`src/rtl/alu_share_arbiter_if.sv`:
```
// Bus bundle between the ALU share arbiter and its environment: both request
// channels, the ALU-facing signals, the response channel and the busy flag.
// The slave modport is the arbiter's view; master is the surrounding logic.
interface alu_share_arbiter_if #(
    parameter int unsigned WIDTH = 16,
    parameter int unsigned OPW   = 3
);
    logic             req0_valid;
    logic [OPW-1:0]   req0_op;
    logic [WIDTH-1:0] req0_a;
    logic [WIDTH-1:0] req0_b;
    logic             req0_ready;

    logic             req1_valid;
    logic [OPW-1:0]   req1_op;
    logic [WIDTH-1:0] req1_a;
    logic [WIDTH-1:0] req1_b;
    logic             req1_ready;

    logic [OPW-1:0]   alu_op;
    logic [WIDTH-1:0] alu_a;
    logic [WIDTH-1:0] alu_b;
    logic             alu_cin;
    logic             alu_inva;
    logic             alu_invb;
    logic [WIDTH-1:0] alu_out;

    logic             rsp_valid;
    logic             rsp_id;
    logic [WIDTH-1:0] rsp_data;
    logic             rsp_ready;

    logic             busy;

    modport master (
        output req0_valid, req0_op, req0_a, req0_b,
        output req1_valid, req1_op, req1_a, req1_b,
        output alu_out, rsp_ready,
        input  req0_ready, req1_ready,
        input  alu_op, alu_a, alu_b, alu_cin, alu_inva, alu_invb,
        input  rsp_valid, rsp_id, rsp_data, busy
    );

    modport slave (
        input  req0_valid, req0_op, req0_a, req0_b,
        input  req1_valid, req1_op, req1_a, req1_b,
        input  alu_out, rsp_ready,
        output req0_ready, req1_ready,
        output alu_op, alu_a, alu_b, alu_cin, alu_inva, alu_invb,
        output rsp_valid, rsp_id, rsp_data, busy
    );
endinterface

```
`src/rtl/alu_share_arbiter.sv`:
```
// Shares one execute-stage ALU between two requesters. One operation is in
// flight at a time: accept (IDLE), drive the ALU for one cycle (EXEC), then
// hold the tagged result until the consumer takes it (RESP).
// Optional feature: define ALU_ARB_RR_EN for round-robin tie breaking;
// otherwise port 0 always wins a tie.
module alu_share_arbiter #(
    parameter int unsigned WIDTH = 16,
    parameter int unsigned OPW   = 3
) (
    input logic               clk,
    input logic               rst,
    alu_share_arbiter_if.slave bus
);
    typedef enum logic [1:0] {
        StIdle,
        StExec,
        StResp
    } state_e;

    localparam logic [OPW-1:0] OpSubCin = OPW'(1);  // a + ~b + 1
    localparam logic [OPW-1:0] OpSubNc  = OPW'(3);  // a + ~b

    state_e           state_q, state_d;
    logic [OPW-1:0]   op_q;
    logic [WIDTH-1:0] a_q;
    logic [WIDTH-1:0] b_q;
    logic [WIDTH-1:0] data_q;
    logic             id_q;

    logic             tie_to_1;
    logic             grant0;
    logic             grant1;
    logic             accept;

`ifdef ALU_ARB_RR_EN
    logic ptr_q;

    // Pointer flips to the port that was not just served.
    always_ff @(posedge clk) begin
        if (rst) begin
            ptr_q <= 1'b0;
        end else if (accept) begin
            ptr_q <= ~grant1;
        end
    end

    assign tie_to_1 = ptr_q;
`else
    assign tie_to_1 = 1'b0;
`endif

    // Grant selection and acceptance handshake, only offered in IDLE.
    always_comb begin
        grant1         = bus.req1_valid && (!bus.req0_valid || tie_to_1);
        grant0         = bus.req0_valid && !grant1;
        bus.req0_ready = (state_q == StIdle) && grant0;
        bus.req1_ready = (state_q == StIdle) && grant1;
        accept         = bus.req0_ready || bus.req1_ready;
    end

    // State register.
    always_ff @(posedge clk) begin
        if (rst) begin
            state_q <= StIdle;
        end else begin
            state_q <= state_d;
        end
    end

    // Next-state and ALU drive; ALU inputs stay quiet outside EXEC.
    always_comb begin
        state_d      = state_q;
        bus.alu_op   = '0;
        bus.alu_a    = '0;
        bus.alu_b    = '0;
        bus.alu_cin  = 1'b0;
        bus.alu_inva = 1'b0;
        bus.alu_invb = 1'b0;
        unique case (state_q)
            StIdle: begin
                if (accept) begin
                    state_d = StExec;
                end
            end
            StExec: begin
                bus.alu_op   = op_q;
                bus.alu_a    = a_q;
                bus.alu_b    = b_q;
                bus.alu_cin  = (op_q == OpSubCin);
                bus.alu_invb = (op_q == OpSubCin) || (op_q == OpSubNc);
                state_d      = StResp;
            end
            StResp: begin
                if (bus.rsp_ready) begin
                    state_d = StIdle;
                end
            end
            default: state_d = StIdle;
        endcase
    end

    // Operand latch on acceptance and result capture at the end of EXEC.
    always_ff @(posedge clk) begin
        if (rst) begin
            op_q   <= '0;
            a_q    <= '0;
            b_q    <= '0;
            id_q   <= 1'b0;
            data_q <= '0;
        end else begin
            if (accept) begin
                op_q <= grant1 ? bus.req1_op : bus.req0_op;
                a_q  <= grant1 ? bus.req1_a  : bus.req0_a;
                b_q  <= grant1 ? bus.req1_b  : bus.req0_b;
                id_q <= grant1;
            end
            if (state_q == StExec) begin
                data_q <= bus.alu_out;
            end
        end
    end

    // Response channel and status.
    always_comb begin
        bus.rsp_valid = (state_q == StResp);
        bus.rsp_id    = id_q;
        bus.rsp_data  = data_q;
        bus.busy      = (state_q != StIdle);
    end
endmodule

```
`src/flat_wrapper.sv`:
```
// flat-port wrapper written by rule: the top's interface ports become plain ports
module alu_share_arbiter_flat 
#(
    parameter int unsigned WIDTH = 16,
    parameter int unsigned OPW   = 3
)
  (clk, rst, bus_req0_valid, bus_req0_op, bus_req0_a, bus_req0_b, bus_req1_valid, bus_req1_op, bus_req1_a, bus_req1_b, bus_alu_out, bus_rsp_ready, bus_req0_ready, bus_req1_ready, bus_alu_op, bus_alu_a, bus_alu_b, bus_alu_cin, bus_alu_inva, bus_alu_invb, bus_rsp_valid, bus_rsp_id, bus_rsp_data, bus_busy);
  alu_share_arbiter_if #(.WIDTH(WIDTH), .OPW(OPW)) bus_i ();
  input logic clk;
  input logic rst;
  input wire logic [$bits(bus_i.req0_valid)-1:0] bus_req0_valid;
  input wire logic [$bits(bus_i.req0_op)-1:0] bus_req0_op;
  input wire logic [$bits(bus_i.req0_a)-1:0] bus_req0_a;
  input wire logic [$bits(bus_i.req0_b)-1:0] bus_req0_b;
  input wire logic [$bits(bus_i.req1_valid)-1:0] bus_req1_valid;
  input wire logic [$bits(bus_i.req1_op)-1:0] bus_req1_op;
  input wire logic [$bits(bus_i.req1_a)-1:0] bus_req1_a;
  input wire logic [$bits(bus_i.req1_b)-1:0] bus_req1_b;
  input wire logic [$bits(bus_i.alu_out)-1:0] bus_alu_out;
  input wire logic [$bits(bus_i.rsp_ready)-1:0] bus_rsp_ready;
  output wire logic [$bits(bus_i.req0_ready)-1:0] bus_req0_ready;
  output wire logic [$bits(bus_i.req1_ready)-1:0] bus_req1_ready;
  output wire logic [$bits(bus_i.alu_op)-1:0] bus_alu_op;
  output wire logic [$bits(bus_i.alu_a)-1:0] bus_alu_a;
  output wire logic [$bits(bus_i.alu_b)-1:0] bus_alu_b;
  output wire logic [$bits(bus_i.alu_cin)-1:0] bus_alu_cin;
  output wire logic [$bits(bus_i.alu_inva)-1:0] bus_alu_inva;
  output wire logic [$bits(bus_i.alu_invb)-1:0] bus_alu_invb;
  output wire logic [$bits(bus_i.rsp_valid)-1:0] bus_rsp_valid;
  output wire logic [$bits(bus_i.rsp_id)-1:0] bus_rsp_id;
  output wire logic [$bits(bus_i.rsp_data)-1:0] bus_rsp_data;
  output wire logic [$bits(bus_i.busy)-1:0] bus_busy;
  assign bus_i.req0_valid = bus_req0_valid;
  assign bus_i.req0_op = bus_req0_op;
  assign bus_i.req0_a = bus_req0_a;
  assign bus_i.req0_b = bus_req0_b;
  assign bus_i.req1_valid = bus_req1_valid;
  assign bus_i.req1_op = bus_req1_op;
  assign bus_i.req1_a = bus_req1_a;
  assign bus_i.req1_b = bus_req1_b;
  assign bus_i.alu_out = bus_alu_out;
  assign bus_i.rsp_ready = bus_rsp_ready;
  assign bus_req0_ready = bus_i.req0_ready;
  assign bus_req1_ready = bus_i.req1_ready;
  assign bus_alu_op = bus_i.alu_op;
  assign bus_alu_a = bus_i.alu_a;
  assign bus_alu_b = bus_i.alu_b;
  assign bus_alu_cin = bus_i.alu_cin;
  assign bus_alu_inva = bus_i.alu_inva;
  assign bus_alu_invb = bus_i.alu_invb;
  assign bus_rsp_valid = bus_i.rsp_valid;
  assign bus_rsp_id = bus_i.rsp_id;
  assign bus_rsp_data = bus_i.rsp_data;
  assign bus_busy = bus_i.busy;
  alu_share_arbiter #(.WIDTH(WIDTH), .OPW(OPW)) u_core (.clk(clk), .rst(rst), .bus(bus_i));
endmodule
```
`config.mk`:
```
export PLATFORM = sky130hd
export DESIGN_NAME = alu_share_arbiter_flat
export DESIGN_NICKNAME = d
export VERILOG_FILES = /design/src/rtl/alu_share_arbiter_if.sv /design/src/rtl/alu_share_arbiter.sv /design/src/flat_wrapper.sv
export SDC_FILE = /design/constraint.sdc
export NUM_CORES = 1
export LEC_CHECK = 0
export ABC_AREA = 1
export CAP_MARGIN = 10
export CORE_UTILIZATION = 39
export DETAILED_ROUTE_END_ITERATION = 8
export PLACE_DENSITY = 0.78
export SLEW_MARGIN = 20
export SYNTH_ARGS = -nofsm -noshare
export SYNTH_HDL_FRONTEND = slang
export SYNTH_SLANG_ARGS = --single-unit
```
`constraint.sdc`:
```
create_clock -name clk -period 1.35 [get_ports clk]
set_input_delay 0.135 -clock clk [delete_from_list [all_inputs] [get_ports clk]]
set_output_delay 0.135 -clock clk [all_outputs]
set_load 0.02 [all_outputs]
```
[After elaboration in Yosys (flattened, before gate mapping)]
Index checks and enable logic that the tools add are counted.
Word-level totals
  register bits after elaboration: 54
  bits of input ports: 91
  output and inout port bits: 59
  word-level logic and storage cells: 34
Operators by class
  equal/unequal tests: 6
  multiplexer cells: 11
  reduce and logical (&&, ||, !) cells: 11
Operators by type and width (number)
  $mux W16: 4
  $mux W3: 2
  $pmux W2 S3: 1
  $logic_and A1 B1 Y1: 4
  $mux W2: 2
  $eq A3 B1 Y1 const B: 1
  $eq A3 B2 Y1 const B: 1
  $eq A2 B1 Y1 const B: 1
  $eq A2 B2 Y1 const B: 1
  $logic_not A1 Y1: 2
  $logic_not A2 Y1: 1
  $logic_or A1 B1 Y1: 2
  $mux W1: 2
  $ne A2 B1 Y1 const B: 1
  $ne A2 B2 Y1 const B: 1
  $reduce_and A2 Y1: 1
  $reduce_bool A2 Y1: 1

[Longest topological paths before layout]
Gate-level depths: netlist of the first run.
  depth in word-level cells: 8
  depth in mapped cells: 7
  depth with buffers taken out: 6

[Least setup slack after synthesis of the first run]
Ideal clock, no wire load.
  kind: reg2out
  from: register u_core.state_q[0]
  to: output bus_alu_cin
  arrival time: 1.276 ns
  data required time: 1.215 ns
  setup slack: -0.061 ns
  stages on the path, launching flop included: 4
  path buffers: 1
  cell sequence: dfxtp_1 > nand2_2 > buf_2 > nor4_1
Between the ends
  cells in the longest elaborated chain, start to end: 2
Ends and longest elaborated chain
  start, declared: line alu_share_arbiter.sv:23  | state_e state_q, state_d;
  start signal, assigned: line alu_share_arbiter.sv:64  | state_q <= StIdle;
  start signal, assigned: line alu_share_arbiter.sv:66  | state_q <= state_d;
  $eq A2 B1 Y1: line alu_share_arbiter.sv:79  | unique case (state_q)
  $mux W1: line alu_share_arbiter.sv:79
  end, declared: line flat_wrapper.sv:26  | output wire logic [$bits(bus_i.alu_cin)-1:0] bus_alu_cin;
No other way between the ends.

[Final worst setup path of the first run]
  from: register u_core.state_q[1]
  to: output bus_alu_cin
Same word-level chain as after synthesis.

==> results of run 1 <==
[routing by layer]
metal	GRT usage [%]	up-vias	part of all wire, %
met4	6.21	0	1.3
li1	-	1696	-
met5	0	-	0
met1	26.7	1413	42
met3	3.33	9	6.5
met2	40.7	112	50
[power groups by stage]
| stage | clock, mW | sequential (mW) | combinational [mW] |
|---|---|---|---|
| 2_1_floorplan | 0 | 1.93 | 0.743 |
| 3_3_place_gp | 0 | 1.87 | 1.47 |
| 3_5_place_dp | 0 | 1.88 | 1.49 |
| 4_1_cts | 0.961 | 1.84 | 1.45 |
| 5_1_grt | 1.03 | 1.86 | 1.65 |
| 6_report | 0.920 | 1.84 | 1.49 |
[state kept, by name, summed over array words and instances, names as in the netlist]
name,cells
u_core.a_q,16
u_core.b_q,16
u_core.bus.rsp_data,16
u_core.bus.rsp_id,1
u_core.op_q,3
u_core.state_q,2
[cell families after synthesis]
kind of cell	Yosys count	synth area share, %
buffers and inverters	72	11.4
other	1	0.135
AOI/OAI and AO/OA	19	3.56
DFF	54	39.0
and+or+nand+nor	323	45.9
[through the flow]
stage               TNS [ns]  power, mW  setup slack (ns)  utilization, %  area [um2]
floorplan                  0       2.67             0.104               -        2780
global placement      -15.08       3.34            -0.268            65.1        4440
detailed placement    -17.44       3.37            -0.314            65.1        4440
CTS                   -0.117       4.26           -0.0601            64.9        4430
global route           -2.26       4.54            -0.129            66.3        4530
finish               -0.0899       4.25           -0.0461            66.3        4530
[tightest hold or removal path: stages]
cell	delay, ns
clkdlybuf4s50_1	0.39
o21ai_0	0.15
nor2_1	0.05
[layout make-up]
class	instances	area, um2	area share, %
Clock buffer	5	68.8	1.52
Clock inverter	3	23.8	0.525
Inverter	43	164	3.62
Multi-Input combinational cell	343	1450	32.0
Sequential cell	54	1080	23.9
Tap cell	96	120	2.65
Timing Repair Buffer	171	1620	35.8
[cell usage in the layout, fill, tap and decap left out, drive strengths merged]
master / netlist / routed
nor3: 1 / 1
conb: 1 / 1
o21ai: 17 / 17
clkbuf: 5 / 5
a21oi: 2 / 2
nand2: 145 / 145
nor4: 1 / 1
clkdlybuf4s15: 0 / 2
clkdlybuf4s50: 0 / 90
clkinvlp: 0 / 2
buf: 24 / 62
dlygate4sd2: 0 / 17
nor2: 140 / 140
inv: 43 / 44
dfxtp: 54 / 54
nand3: 36 / 36
[timing repair]
| item | in CTS | in global routing |
|---|---|---|
| endpoints found under the setup margin | 67 | 87 |
| resized for setup | 219 | 34 |
| buffers inserted | 0 | 0 |
[path summary, 6_finish.rpt]
check / slack, ns / cells past startpoint / endpoint / from
setup / recovery: -0.05 / 5 / bus_alu_cin / u_core.state_q[1]
hold reg to reg: 0.48 / 2 / u_core.bus.rsp_id / u_core.bus.rsp_id
setup reg to reg: 0.14 / 7 / u_core.a_q[6] / u_core.state_q[0]
hold / removal: 0.45 / 3 / u_core.bus.rsp_data[13] / bus_alu_out[13]
==> impl_metrics.yaml, run 1 <==
outcome:
  status: "finished, violations left"
  violations: "setup timing"
sta:
  slew_violations: 0
  finClkSkew_ns: 0.00893
  finalSetupViolations: 3
  maxClockFrequency_ghz: 0.716
  fin_hold_ws_ns: 0.452
  finalCriticalPeriod_ns: 1.40
  min_period_over_period_pct: 103
  hold_violations: 0
  grt_setup_unrepaired: "yes"
  fin_ws_ns: -0.0461
yosys:
  synth_area_um2: 2770
  synth_enable_flop_cells: 0
  syn_inst: 469
  synth_area_leaders: "dfxtp_1 (39%), nand2_1 (19%), nor2_1 (19%)"
  synthTopCellsByCount: "nand2_1 (143), nor2_1 (139), dfxtp_1 (54), inv_1 (41), nand3_1 (36)"
  async_flop_share_pct: 0
  synthMostInstantiatedCell: "nand2_1"
  syn_area_per_cell_um2: 5.91
  ys_types: 20
  yosysWarnings: 0
  synth_top_area_share_pct: 39.0
  ys_seq_area_share_pct: 39.0
  ys_ff_latch: 54
  ys.flop_type: "dfxtp_1"
  yosys.area.top_type: "dfxtp_1"
  synth_nets: 560
floorplan:
  dieArea_um2: 7450
  design.core.area_um2: 6830
  initial_core_util_pct: 40.6
  num_io_pins: 150
  die_width_um: 86.3
  die_y_um: 86.3
  num_rows: 30
worst_setup_path:
  cp.arrival_ns: 1.26
  required_ns: 1.22
  path_cells: "inv_2 -> nand2_4 -> buf_12 -> nor4_4 -> buf_4"
  startpoint_type: "register"
  crit_buf_inv: 3
  worstSetupPathType: "register to output port"
  cp_top_family: "buffers and inverters"
  cpPeakStageDelay_ns: 0.34
  slowest_stage: "dfxtp_2"
  cp_max_fo: 14
  cp-end-kind: "output port"
placed_design:
  hpwl_um: 6080
  place.gp.congestion: 0.795
  io_buffers: 148
  dp_cells: 707
clock_network:
  cts_hold_buf: 0
  clk_pin_slew_worst_paths_ns: 0.10
  clock_latency_ns: 0.30
  cts_tree: "built"
  ctsHtreeMaxLevel: 2
  cts.path.max_buffers: 2
  root_buffer: "clkbuf_8"
  cts_sinks: 54
  cts_made_buffers: 5
drt:
  ant_nets: 0
  wl_per_cell_um: 11.4
  vias_per_cell: 4.52
  drt_iter0_drc: 116
  dr_total_vias: 3230
  drc_errors: 0
  wirelength_um: 8180
  firstDrtPassIters: 4
final_layout:
  layout-drive-gt1-share_pct: 15.0
  nFillCells: 646
  layout.nets: 709
  num_antenna_cells: 0
  area_growth_pct: 63.4
  instances_no_fill: 715
power_and_ir_drop:
  combPwrFrac_pct: 35.0
  p_sw_share_pct: 33.2
  p_int_mw: 2.84
  pwr-share-seq_pct: 43.4
  power_density_nw_per_um2: 937
  p_sw_mw: 1.41
  clkPwrFrac_pct: 21.7
  p_leak_nw: 2.27
  ir_worst_vdd_mv: 0.553
global_routing:
  grt_max_degree: 48
  grt_first_pass_wirelength_um: 13200
  grt_pass1_vias: 2923
  grt_overflow_total: 0
  grt_usage_pct: 22.2
  grt_antenna_before_repair: 0
hold_path:
  min_path_type: "input port to register"
run:
  maxCapViolCount: 0
(Power assumes the default switching activity.)
==> run 2: changes to the inputs <==
- CORE_MARGIN: not set -> 8
==> run 2 against run 1 <==
  * The flow still finishes with violations (setup timing)
  * Sequential share of layout area fell by 1.9 points
  * Register-to-register slack got worse by 0.22 ns
  * Sequential power barely moved
  * Clock power barely moved
  * Worst setup slack got worse by 0.035 ns
  * Fmax fell by 2.5%
  * Critical endpoint is now bus_busy
  * Largest cell class unchanged
  * Largest power group is now combinational cells
  * Highest routed layer unchanged
==> impl_metrics.yaml, run 2 (synthesized netlist as in run 1, its figures left out) <==
outcome:
  status: "finished, violations left"
  violations: "setup timing"
worst_setup_path:
  cp-end-kind: "output port"
  cp_top_family: "buffers and inverters"
  startpoint_type: "register"
  slowest_stage: "dfxtp_4"
  cpMostUsedCell: "buf_6"
  required_ns: 1.22
  path_cells: "buf_4 -> nor2_4 -> buf_6 -> inv_1 -> buf_6"
  worstSetupPathType: "register to output port"
  cp_max_fo: 3
  cp.arrival_ns: 1.30
  crit_buf_inv: 4
  cpPeakStageDelay_ns: 0.38
global_routing:
  grt_antenna_before_repair: 0
  grt_overflow_total: 0
  grt_first_pass_wirelength_um: 15100
  grt_pass1_vias: 3205
  grt_usage_pct: 18.3
  grt_max_degree: 52
sta:
  min_period_over_period_pct: 106
  slew_violations: 0
  finalCriticalPeriod_ns: 1.43
  finClkSkew_ns: 0.00377
  maxClockFrequency_ghz: 0.699
  grt_setup_unrepaired: "yes"
  fin_hold_ws_ns: 0.444
  hold_violations: 0
  fin_setup_tns_ns: -1.88
  fin_ws_ns: -0.0813
  finalSetupViolations: 47
floorplan:
  initial_core_util_pct: 40.6
  die_width_um: 100
  num_rows: 30
  die_y_um: 100
  num_io_pins: 150
  design.core.area_um2: 6830
  dieArea_um2: 10100
power_and_ir_drop:
  power_density_nw_per_um2: 938
  finalPower_mw: 4.62
  p_leak_nw: 2.38
  ir_worst_vdd_mv: 0.691
final_layout:
  final_common_cell: "nand2_1"
  multi_input_area_um2: 1630
  final_cell_mix: "nand2_1 (138), nor2_1 (105), clkdlybuf4s50_1 (90)"
  seqCellArea_um2: 1090
  nFillCells: 587
  layout-drive-gt1-share_pct: 21.1
  num_antenna_cells: 0
  layout.nets: 716
  area_growth_pct: 77.7
  instances_no_fill: 722
  stdcell_area_um2: 4930
placed_design:
  placed_area_um2: 4410
  place.gp.congestion: 0.782
  hpwl_um: 6980
  dp_cells: 701
  io_buffers: 148
hold_path:
  min_path_type: "input port to register"
clock_network:
  cts_sinks: 54
  ctsHtreeMaxLevel: 2
  clk_pin_slew_worst_paths_ns: 0.10
  clock_latency_ns: 0.30
  postCtsSetupBuffers: 0
  cts.path.max_buffers: 2
  cts_hold_buf: 0
  root_buffer: "clkbuf_8"
  cts_tree: "built"
  cts_made_buffers: 5
drt:
  vias_per_cell: 4.75
  dr_total_vias: 3429
  drc_errors: 0
  ant_nets: 0
  firstDrtPassIters: 4
  wirelength_um: 11100
  wl_per_cell_um: 15.4
  drt_iter0_drc: 134
run:
  maxCapViolCount: 0
[run 2: changes by cell type in the layout (fill, tap and decap cells not counted), moves of 6 or more]
cell,before,now
buf_4,48,33
buf_6,8,24
clkbuf_16,0,6
nor2_1,129,105
nor2_2,8,21
nor2_4,3,14
[run 2: routing by layer]
layer | routed length (um) | part of all wire [%] | track usage [%] | vias up
li1 | - | - | - | 1718
met1 | 4710 | 42 | 21.2 | 1580
met2 | 5510 | 50 | 32.6 | 121
met3 | 726 | 6.5 | 4.78 | 10
met4 | 165 | 1.5 | 4.65 | 0
met5 | 0 | 0 | 0 | -
[run 2: area by class of cell]
| cell class | count | area share (%) |
|---|---|---|
| clock buffer | 5 | 1.40 |
| clock inverter | 3 | 0.431 |
| inverter | 43 | 3.38 |
| multi-input combinational | 345 | 33.0 |
| sequential | 54 | 22.0 |
| tap | 96 | 2.44 |
| timing repair buffer | 176 | 37.3 |
[run 2: power by group]
part	leakage [nW]	switching, mW	internal [mW]
combinational	1.89	0.990	0.873
sequential	0.448	0.0683	1.78
clock	0.0441	0.551	0.366
[run 2: metrics by stage]
stage	setup WS (ns)	util, %
6_report	-0.0813	72.2
5_1_grt	-0.128	72.2
4_1_cts	-0.0508	64.6
2_1_floorplan	0.104	-
3_3_place_gp	-0.244	64.6
3_5_place_dp	-0.274	64.6
[run 2: path summary, 6_finish.rpt]
| path | from | to | slack, ns | cells after the start |
|---|---|---|---|---|
| max | u_core.state_q[0] | bus_busy | -0.08 | 5 |
| min | bus_alu_out[0] | u_core.bus.rsp_data[0] | 0.44 | 3 |
| max reg2reg | u_core.state_q[0] | u_core.a_q[0] | -0.08 | 8 |
| min reg2reg | u_core.bus.rsp_id | u_core.bus.rsp_id | 0.47 | 2 |
[run 2: worst register-to-register path, stage by stage (launching register included)]
cell,delay [ns]
dfxtp_4,0.38
buf_4,0.15
nor2_4,0.14
buf_6,0.15
o21ai_4,0.14
clkbuf_16,0.20
nand2_1,0.06
nand2_1,0.05
nor2_1,0.10
[run 2: timing repair]
action / 4_1_cts / 5_1_grt
gates resized for setup: 225 / 92
endpoints found under the setup margin: 74 / 86
pin swaps: 1 / 6
cloned: 1 / 12
